`config.mk`:
```
export PLATFORM = sky130hd
export DESIGN_NAME = core_write_sequencer
export DESIGN_NICKNAME = d
export VERILOG_FILES = /design/src/rtl/core_mem_pkg.sv /design/src/rtl/core_phase_timer.sv /design/src/rtl/core_write_sequencer.sv
export SDC_FILE = /design/constraint.sdc
export NUM_CORES = 1
export LEC_CHECK = 0
export CORE_AREA = 2 2 76 78
export CTS_BUF_LIST = sky130_fd_sc_hd__clkbuf_16
export CTS_CLUSTER_SIZE = 16
export DETAILED_ROUTE_END_ITERATION = 10
export DIE_AREA = 0 0 78 80
export PLACE_DENSITY = 0.73
export SLEW_MARGIN = 20
export SYNTH_ARGS = -nofsm -noshare
export SYNTH_HDL_FRONTEND = slang
export SYNTH_HIERARCHICAL = 1
export SYNTH_SLANG_ARGS = --single-unit
```
`constraint.sdc`:
```
create_clock -name CLK -period 3.3 [get_ports CLK]
set_clock_uncertainty 0.15 [all_clocks]
set_input_delay 0.99 -clock CLK [delete_from_list [all_inputs] [get_ports CLK]]
set_output_delay 0.99 -clock CLK [all_outputs]
set_load 0.01 [all_outputs]
```
`src/rtl/core_mem_pkg.sv`:
```
// Shared definitions for the core-memory write sequencer: state encoding,
// word geometry, odd-parity and module-select helpers.
package core_mem_pkg;

    localparam int SYL_BITS  = 13;
    localparam int WORD_BITS = 14;

    typedef enum logic [2:0] {
        ST_IDLE,
        ST_READ,
        ST_STROBE,
        ST_SAMPLE,
        ST_INHSET,
        ST_WRITE,
        ST_RECOVER
    } seq_state_t;

    // Bit 14 value that makes the 14-bit word contain an odd number of ones.
    // Checking a stored word is odd_parity(word[13:1]) == word[14].
    function automatic logic odd_parity(input logic [SYL_BITS-1:0] bits);
        return ~(^bits);
    endfunction

    function automatic logic [7:0] module_onehot(input logic [2:0] mod);
        return 8'b1 << mod;
    endfunction

endpackage

```
`src/rtl/core_phase_timer.sv`:
```
// Loadable down-counter for the multi-clock READ and WRITE phases;
// tc is high while the count sits at 1 (last clock of the phase).
module core_phase_timer #(
    parameter int WIDTH = 4
) (
    input  logic             clk,
    input  logic             rst,
    input  logic             load,
    input  logic [WIDTH-1:0] load_value,
    output logic             tc
);

    logic [WIDTH-1:0] count;

    always_ff @(posedge clk or posedge rst) begin
        if (rst) begin
            count <= '0;
        end else if (load) begin
            count <= load_value;
        end else if (count > WIDTH'(1)) begin
            count <= count - WIDTH'(1);
        end
    end

    assign tc = (count == WIDTH'(1));

endmodule

```
`src/rtl/core_write_sequencer.sv`:
```
// One core-memory read/restore cycle per START: read drive, sense strobe,
// data sample, inhibit setup, write drive, recovery. Optional parity check
// on regenerated words is built only when PARITY_CHECK_EN is defined.
module core_write_sequencer
    import core_mem_pkg::*;
#(
    parameter int READ_CYCLES  = 4,
    parameter int WRITE_CYCLES = 4
) (
    input  logic                 CLK,
    input  logic                 RESET,
    input  logic                 START,
    input  logic                 WRITE,
    input  logic [2:0]           MOD,
    input  logic [SYL_BITS-1:0]  WDATA,
    input  logic [WORD_BITS-1:0] BR_A,
    input  logic [WORD_BITS-1:0] BR_B,
    output logic [7:0]           MSEL,
    output logic                 RDRV,
    output logic                 STRB,
    output logic                 WDRV,
    output logic [WORD_BITS-1:0] INH,
    output logic                 BUSY,
    output logic                 DONE,
    output logic                 PERR
);

    localparam logic [3:0] READ_LOAD  = 4'(READ_CYCLES);
    localparam logic [3:0] WRITE_LOAD = 4'(WRITE_CYCLES);

    seq_state_t           state, next_state;
    logic                 timer_load;
    logic [3:0]           timer_value;
    logic                 timer_tc;
    logic                 req_write;
    logic [2:0]           req_mod;
    logic [SYL_BITS-1:0]  req_wdata;
    logic [WORD_BITS-1:0] data_reg;
    logic [WORD_BITS-1:0] sel_word;
    logic                 accept;

    assign accept   = (state == ST_IDLE) && START;
    assign sel_word = req_mod[0] ? BR_B : BR_A;

    core_phase_timer #(.WIDTH(4)) u_phase_timer (
        .clk        (CLK),
        .rst        (RESET),
        .load       (timer_load),
        .load_value (timer_value),
        .tc         (timer_tc)
    );

    always_ff @(posedge CLK or posedge RESET) begin
        if (RESET) begin
            state <= ST_IDLE;
        end else begin
            state <= next_state;
        end
    end

    // Every transition reloads the timer; single-clock states load 1.
    always_comb begin
        next_state  = state;
        timer_load  = 1'b0;
        timer_value = 4'd1;
        MSEL        = '0;
        RDRV        = 1'b0;
        STRB        = 1'b0;
        WDRV        = 1'b0;
        INH         = '0;
        DONE        = 1'b0;
        BUSY        = (state != ST_IDLE);
        case (state)
            ST_IDLE: begin
                if (START) begin
                    next_state  = ST_READ;
                    timer_load  = 1'b1;
                    timer_value = READ_LOAD;
                end
            end
            ST_READ: begin
                MSEL = module_onehot(req_mod);
                RDRV = 1'b1;
                if (timer_tc) begin
                    next_state = ST_STROBE;
                    timer_load = 1'b1;
                end
            end
            ST_STROBE: begin
                MSEL       = module_onehot(req_mod);
                STRB       = 1'b1;
                next_state = ST_SAMPLE;
                timer_load = 1'b1;
            end
            ST_SAMPLE: begin
                MSEL       = module_onehot(req_mod);
                next_state = ST_INHSET;
                timer_load = 1'b1;
            end
            ST_INHSET: begin
                MSEL        = module_onehot(req_mod);
                INH         = ~data_reg;
                next_state  = ST_WRITE;
                timer_load  = 1'b1;
                timer_value = WRITE_LOAD;
            end
            ST_WRITE: begin
                MSEL = module_onehot(req_mod);
                INH  = ~data_reg;
                WDRV = 1'b1;
                if (timer_tc) begin
                    next_state = ST_RECOVER;
                    timer_load = 1'b1;
                end
            end
            ST_RECOVER: begin
                DONE       = 1'b1;
                next_state = ST_IDLE;
            end
            default: begin
                next_state = ST_IDLE;
            end
        endcase
    end

    always_ff @(posedge CLK or posedge RESET) begin
        if (RESET) begin
            req_write <= 1'b0;
            req_mod   <= '0;
            req_wdata <= '0;
            data_reg  <= '0;
        end else begin
            if (accept) begin
                req_write <= WRITE;
                req_mod   <= MOD;
                req_wdata <= WDATA;
            end
            if (state == ST_SAMPLE) begin
                if (req_write) begin
                    data_reg <= {odd_parity(req_wdata), req_wdata};
                end else begin
                    data_reg <= sel_word;
                end
            end
        end
    end

`ifdef PARITY_CHECK_EN
    logic perr_reg;

    // Sticky until the next accepted request; the word is restored as read.
    always_ff @(posedge CLK or posedge RESET) begin
        if (RESET) begin
            perr_reg <= 1'b0;
        end else if (accept) begin
            perr_reg <= 1'b0;
        end else if ((state == ST_SAMPLE) && !req_write &&
                     (odd_parity(sel_word[SYL_BITS-1:0]) != sel_word[WORD_BITS-1])) begin
            perr_reg <= 1'b1;
        end
    end

    assign PERR = perr_reg;
`else
    assign PERR = 1'b0;
`endif

endmodule

```
Word level (Yosys, flattened, before mapping):

Cells that the tools add are included.

* memories: 0
* register bits: 38
* memory bits (read-only): 0
* logic and storage cells: 50
* output and inout port bits: 28
* bits in latches: 0
* bits of input ports: 48
* bits in writable memories: 0

* bitwise logic cells: 2
* add/subtract/negate cells: 1
* muxes and demuxes: 19
* equal/unequal tests: 10
* shifts and indexed selects: 1
* $lt $le $gt $ge: 1
* divide/modulo/power cells: 0
* $mul: 0
* reductions and logical operators: 10

Operator list (number)
* 14-bit 2-to-1 mux: 3
* 3-bit one-hot mux with 6 select lines: 1
* 14-bit NOT: 1
* 13-bit XOR reduction: 1
* 3-bit 2-to-1 mux: 4
* 3-bit equality test, second input constant: 3
* 4-bit 2-to-1 mux: 2
* 8-bit 2-to-1 mux: 1
* 1-bit by 3-bit << shifter with 8-bit output, first input constant: 1
* 3-bit by 2-bit equality test with 1-bit output, second input constant: 2
* 1-bit 2-to-1 mux: 6
* 2-bit inequality test, second input constant: 3
* 3-bit one-hot mux with 2 select lines: 1
* 5-bit OR reduction: 1
* 4-bit by 1-bit equality test with 1-bit output, second input constant: 1
* 4-bit by 1-bit > comparator with 1-bit output, second input constant: 1
* 2-bit OR reduction: 2
* 4-bit by 1-bit subtractor with 4-bit output, second input constant: 1
* 3-bit by 1-bit equality test with 1-bit output, second input constant: 1
* 3-bit zero test: 1
* 1-bit one-hot mux with 3 select lines: 1
* 3-bit AND reduction: 1
* 3-bit nonzero test: 1
* 3-bit OR reduction: 1
* other kinds (3): 3

Longest topological paths before layout:

* word-level depth: 4
* gate-level depth with buffers: 10
* mapped depth without buffers: 9

Cells and area by module:

The synthesis kept the hierarchy.

By module, submodules not included
* core_write_sequencer: cells each 200, area an instance 1891.8 µm², instances 1, sequential area each 850.8 µm²
* core_phase_timer: cells each 31, area an instance 285.3 µm², instances 1, sequential area each 100.1 µm²

Worst setup path after synthesis:

No wires, ideal clock.

* path type: flip-flop to output port
* from: register state[1]
* to: output INH[10]
* required time: 2.160 ns
* slack: 1.018 ns
* path buffers: 2
* stages on the path, launching flop included: 5
* data arrival time: 1.142 ns
* cell sequence: dfrtp_1 clkbuf_1 nand2b_1 buf_2 nor2_1

* longest elaborated chain between the ends: 3
* elaborated cells between the ends (all ways): 4

RTL lines
* from (decl): RTL line core_write_sequencer.sv:31 `seq_state_t state, next_state;`
* from (signal assigned): RTL line core_write_sequencer.sv:57 `state <= next_state;`
* 3-bit equality test: RTL line core_write_sequencer.sv:73 `case (state)`
* 2-bit OR reduction (no source line) *
* 14-bit 2-to-1 mux *
* to (decl): RTL line core_write_sequencer.sv:22 `output logic [WORD_BITS-1:0] INH,`

Every way passes the cells marked *; elsewhere a longest branch is shown, timed or not.

Worst setup path after layout:

* from: register state[1]
* to: output MSEL[0]

* longest elaborated chain between the ends: 3
* elaborated cells between the ends (all ways): 7

RTL lines
* 3-bit by 2-bit equality test with 1-bit output, or another cell as far along: RTL line core_write_sequencer.sv:73
* 5-bit OR reduction (no source line) *
* 8-bit 2-to-1 mux *
* to (decl): RTL line core_write_sequencer.sv:18 `output logic [7:0] MSEL,`

Marked as above.

==> impl_metrics.ini <==
[clock_tree]
root_buffer = clkbuf_16
tritoncts = yes
htree_levels = 2
ctsResizeCount = 0
cts_made_buffers = 5
cts_hold_buf = 0
clock-sinks = 38
post_cts_buffers = 0
clock_latency_ns = 0.28
clk_pin_slew_worst_paths_ns = 0.05
ctsLongestPathBuffers = 2

[critical_path]
crit_cells = 5
r2r-end = u_phase_timer/count[2]
crit_buf_inv = 1
cp_data_arrival_time_ns = 1.96
worst_path_max_delay_cell = clkdlybuf4s50_1
cp-end-kind = primary output
crit_path_start_kind = flop
crit_type = reg2out
critPathMaxStageDelay_ns = 0.56
critPathMaxFanout = 13
r2r_cells = 8
reg2reg_setup_slack_ns = 1.09
cp_data_required_time_ns = 2.16
critPathTopFamily = buffers and inverters
startpoint = state[1]
timing.rr.start = u_phase_timer/count[1]
cp_cell_sequence = nor3_2 -> a21oi_1 -> nand2b_1 -> nor3_1 -> clkdlybuf4s50_1
crit_end = MSEL[0]

[synthesis]
synth-xor-area-share_pct = 5.977
muxShareOfSynthArea_pct = 15.23
ys_seq_area_share_pct = 43.68
synthAdderAreaFrac_pct = 1.149
synth_warnings = 6
syn_inst = 231
yosys.area_share.simple_pct = 17.36
avgSynthCellArea_sq_um = 9.425
synth-compound-area-share_pct = 10.57
synth-seq-cells = 38
netlist_area_sq_um = 2177
synth_top_family_by_area = simple AND/OR/NAND/NOR gates
ys_types = 33

[global_routing]
grt_pass1_wl_mm = 8.190
grt_max_degree = 29
overflow = 0
grt_pass1_vias = 1798
grt_use_total_pct = 16.78
antenna_found_initial = 0

[sta]
worst_pin_slew_ns = 0.8154
setup_tns_ns = 0
maxSlewViolCount = 0
fmax_mhz = 322.4
hold_viol = 0
rsz0062_at_grt = false
slew_headroom_pct = 45.64
period_share_pct = 93.98
setup_violations = 0
layout_setup_ws_ns = 0.1986
layout_min_cycle_time_ns = 3.101

[die]
die-area_sq_um = 6240
top_level_ports = 76
core-area_sq_um = 5405
initial_core_util_pct = 40.28
die_w_microns = 78
die_h_microns = 80
rows = 27

[power_and_ir_drop]
irDropWorstVdd_v = 0.0005754
power_density_nw_per_um2 = 990.8
p_comb_share_pct = 53.3
p_sw_share_pct = 37.78
p_clk_share_pct = 14.4
seq_power_share_pct = 32.3
p_sw_mw = 1.157
p_int_mw = 1.906
leakagePower_nw = 1.350

[layout]
antenna_cells = 0
drive_gt1_share_pct = 10.96
syn_to_final_growth_pct = 42.01
multi_input_comb_area_sq_um = 1109
final_cells = 373
fillers = 488
fin_nets = 351
largest_reg_flops = 14
final_cell_area_sq_um = 3092
layout.area.seq_sq_um = 952.2
layout_commonest_cell = clkdlybuf4s50_1
fin_util_pct = 57.20
layout_common_cells = 74 x clkdlybuf4s50_1, 37 x nor2_1, 37 x dfrtp_1

[detailed_routing]
first_pass_iters = 4
totalWireLength_mm = 4.933
drtIter0Drc = 93
vias = 1846
drtAntennaViolNets = 0
drc_errors = 0
vias_per_cell = 4.949
avgRoutedWirePerCell_microns = 13.23

[placement]
portBuffers = 74
pre_cts_ws_ns = 0.3922
dp_hpwl_mm = 3.823
dpl_cell_area_sq_um = 2955
dp.cells = 366
gp_congestion = 0.8484

[min_path]
hold_class = reg2reg

[outcome]
status = completed

[run]
max_cap_viol_count = 0
[per-layer routing]
metal,GRT usage [%],routed length (microns)
met3,2.941,231
met2,28.19,2431
met4,6.491,72
met1,21.58,2197
met5,0,0
[through the flow]
stage,hold WS (ns),power [mW]
after CTS,0.3454,3.092
after detailed placement,0.3330,2.643
after global routing,0.3826,3.321
final,0.3386,3.063
after floorplan,0.3005,2.106
after global placement,0.3280,2.592
[layout make-up]
class                           instances  share of cell area, %
Multi-Input combinational cell        169                  35.86
Sequential cell                        38                  30.80
Timing Repair Buffer                   79                  25.17
Clock buffer                            5                  4.047
Tap cell                               72                  2.914
Inverter                                8                 0.9713
Clock inverter                          2                 0.2428
[cells by family (layout without fill, tap and decap cells)]
group,after synthesis,in the layout
other,1,3
buffers and inverters,26,94
DFF,38,38
xor gates and xnor gates,10,10
AOI/OAI and AO/OA,41,41
muxes,31,31
adders and majority gates,2,2
and+or+nand+nor,82,82
[worst min-delay path by stage]
stage / slack (ns) / from / end / depth (start not counted)
floorplan: 0.30 / data_reg[0] / data_reg[0] / 2
global placement: 0.33 / data_reg[5] / data_reg[5] / 2
detailed placement: 0.33 / data_reg[4] / data_reg[4] / 2
CTS: 0.35 / data_reg[4] / data_reg[4] / 2
global route: 0.38 / data_reg[4] / data_reg[4] / 2
finish: 0.34 / data_reg[4] / data_reg[4] / 2
[worst min-delay path, stage by stage (launching register included)]
cell	delay, ns
dfrtp_1	0.34
nand2_1	0.05
o21ai_0	0.06
[cells in the mapped netlist]
cell type,instances,share of area (%)
dfrtp_1,38,44
nor2_1,37,6.4
nand2_1,24,4.1
a21oi_1,17,3.9
mux2_2,17,8.8
o21ai_0,17,3.9
mux2i_1,14,6.4
inv_1,8,1.4
clkbuf_1,7,1.2
buf_2,6,1.4
xnor2_1,6,2.4
nor3_1,5,1.1
nand2b_1,4,1.1
nor3b_1,3,1.0
o31ai_1,3,1.0
and3b_1,2,0.80
buf_4,2,0.69
buf_6,2,1.0
ha_1,2,1.1
nor4_1,2,0.57
o31a_1,2,0.80
xnor3_1,2,2.1
and2_1,1,0.29
and3_1,1,0.29
buf_1,1,0.17
conb_1,1,0.17
nand3b_1,1,0.34
nor3_2,1,0.46
nor3_4,1,0.75
o21bai_1,1,0.34
o31ai_2,1,0.57
xnor3_2,1,1.1
xor2_1,1,0.40
[power by group through the flow]
| stage | sequential, mW | combinational [mW] | clock (mW) |
|---|---|---|---|
| final | 0.989 | 1.63 | 0.440 |
| after global routing | 1.04 | 1.81 | 0.476 |
| after CTS | 0.986 | 1.66 | 0.450 |
| after detailed placement | 0.993 | 1.65 | 0 |
| after global placement | 0.983 | 1.61 | 0 |
| after floorplan | 0.836 | 1.27 | 0 |
(Power assumes the default switching activity.)
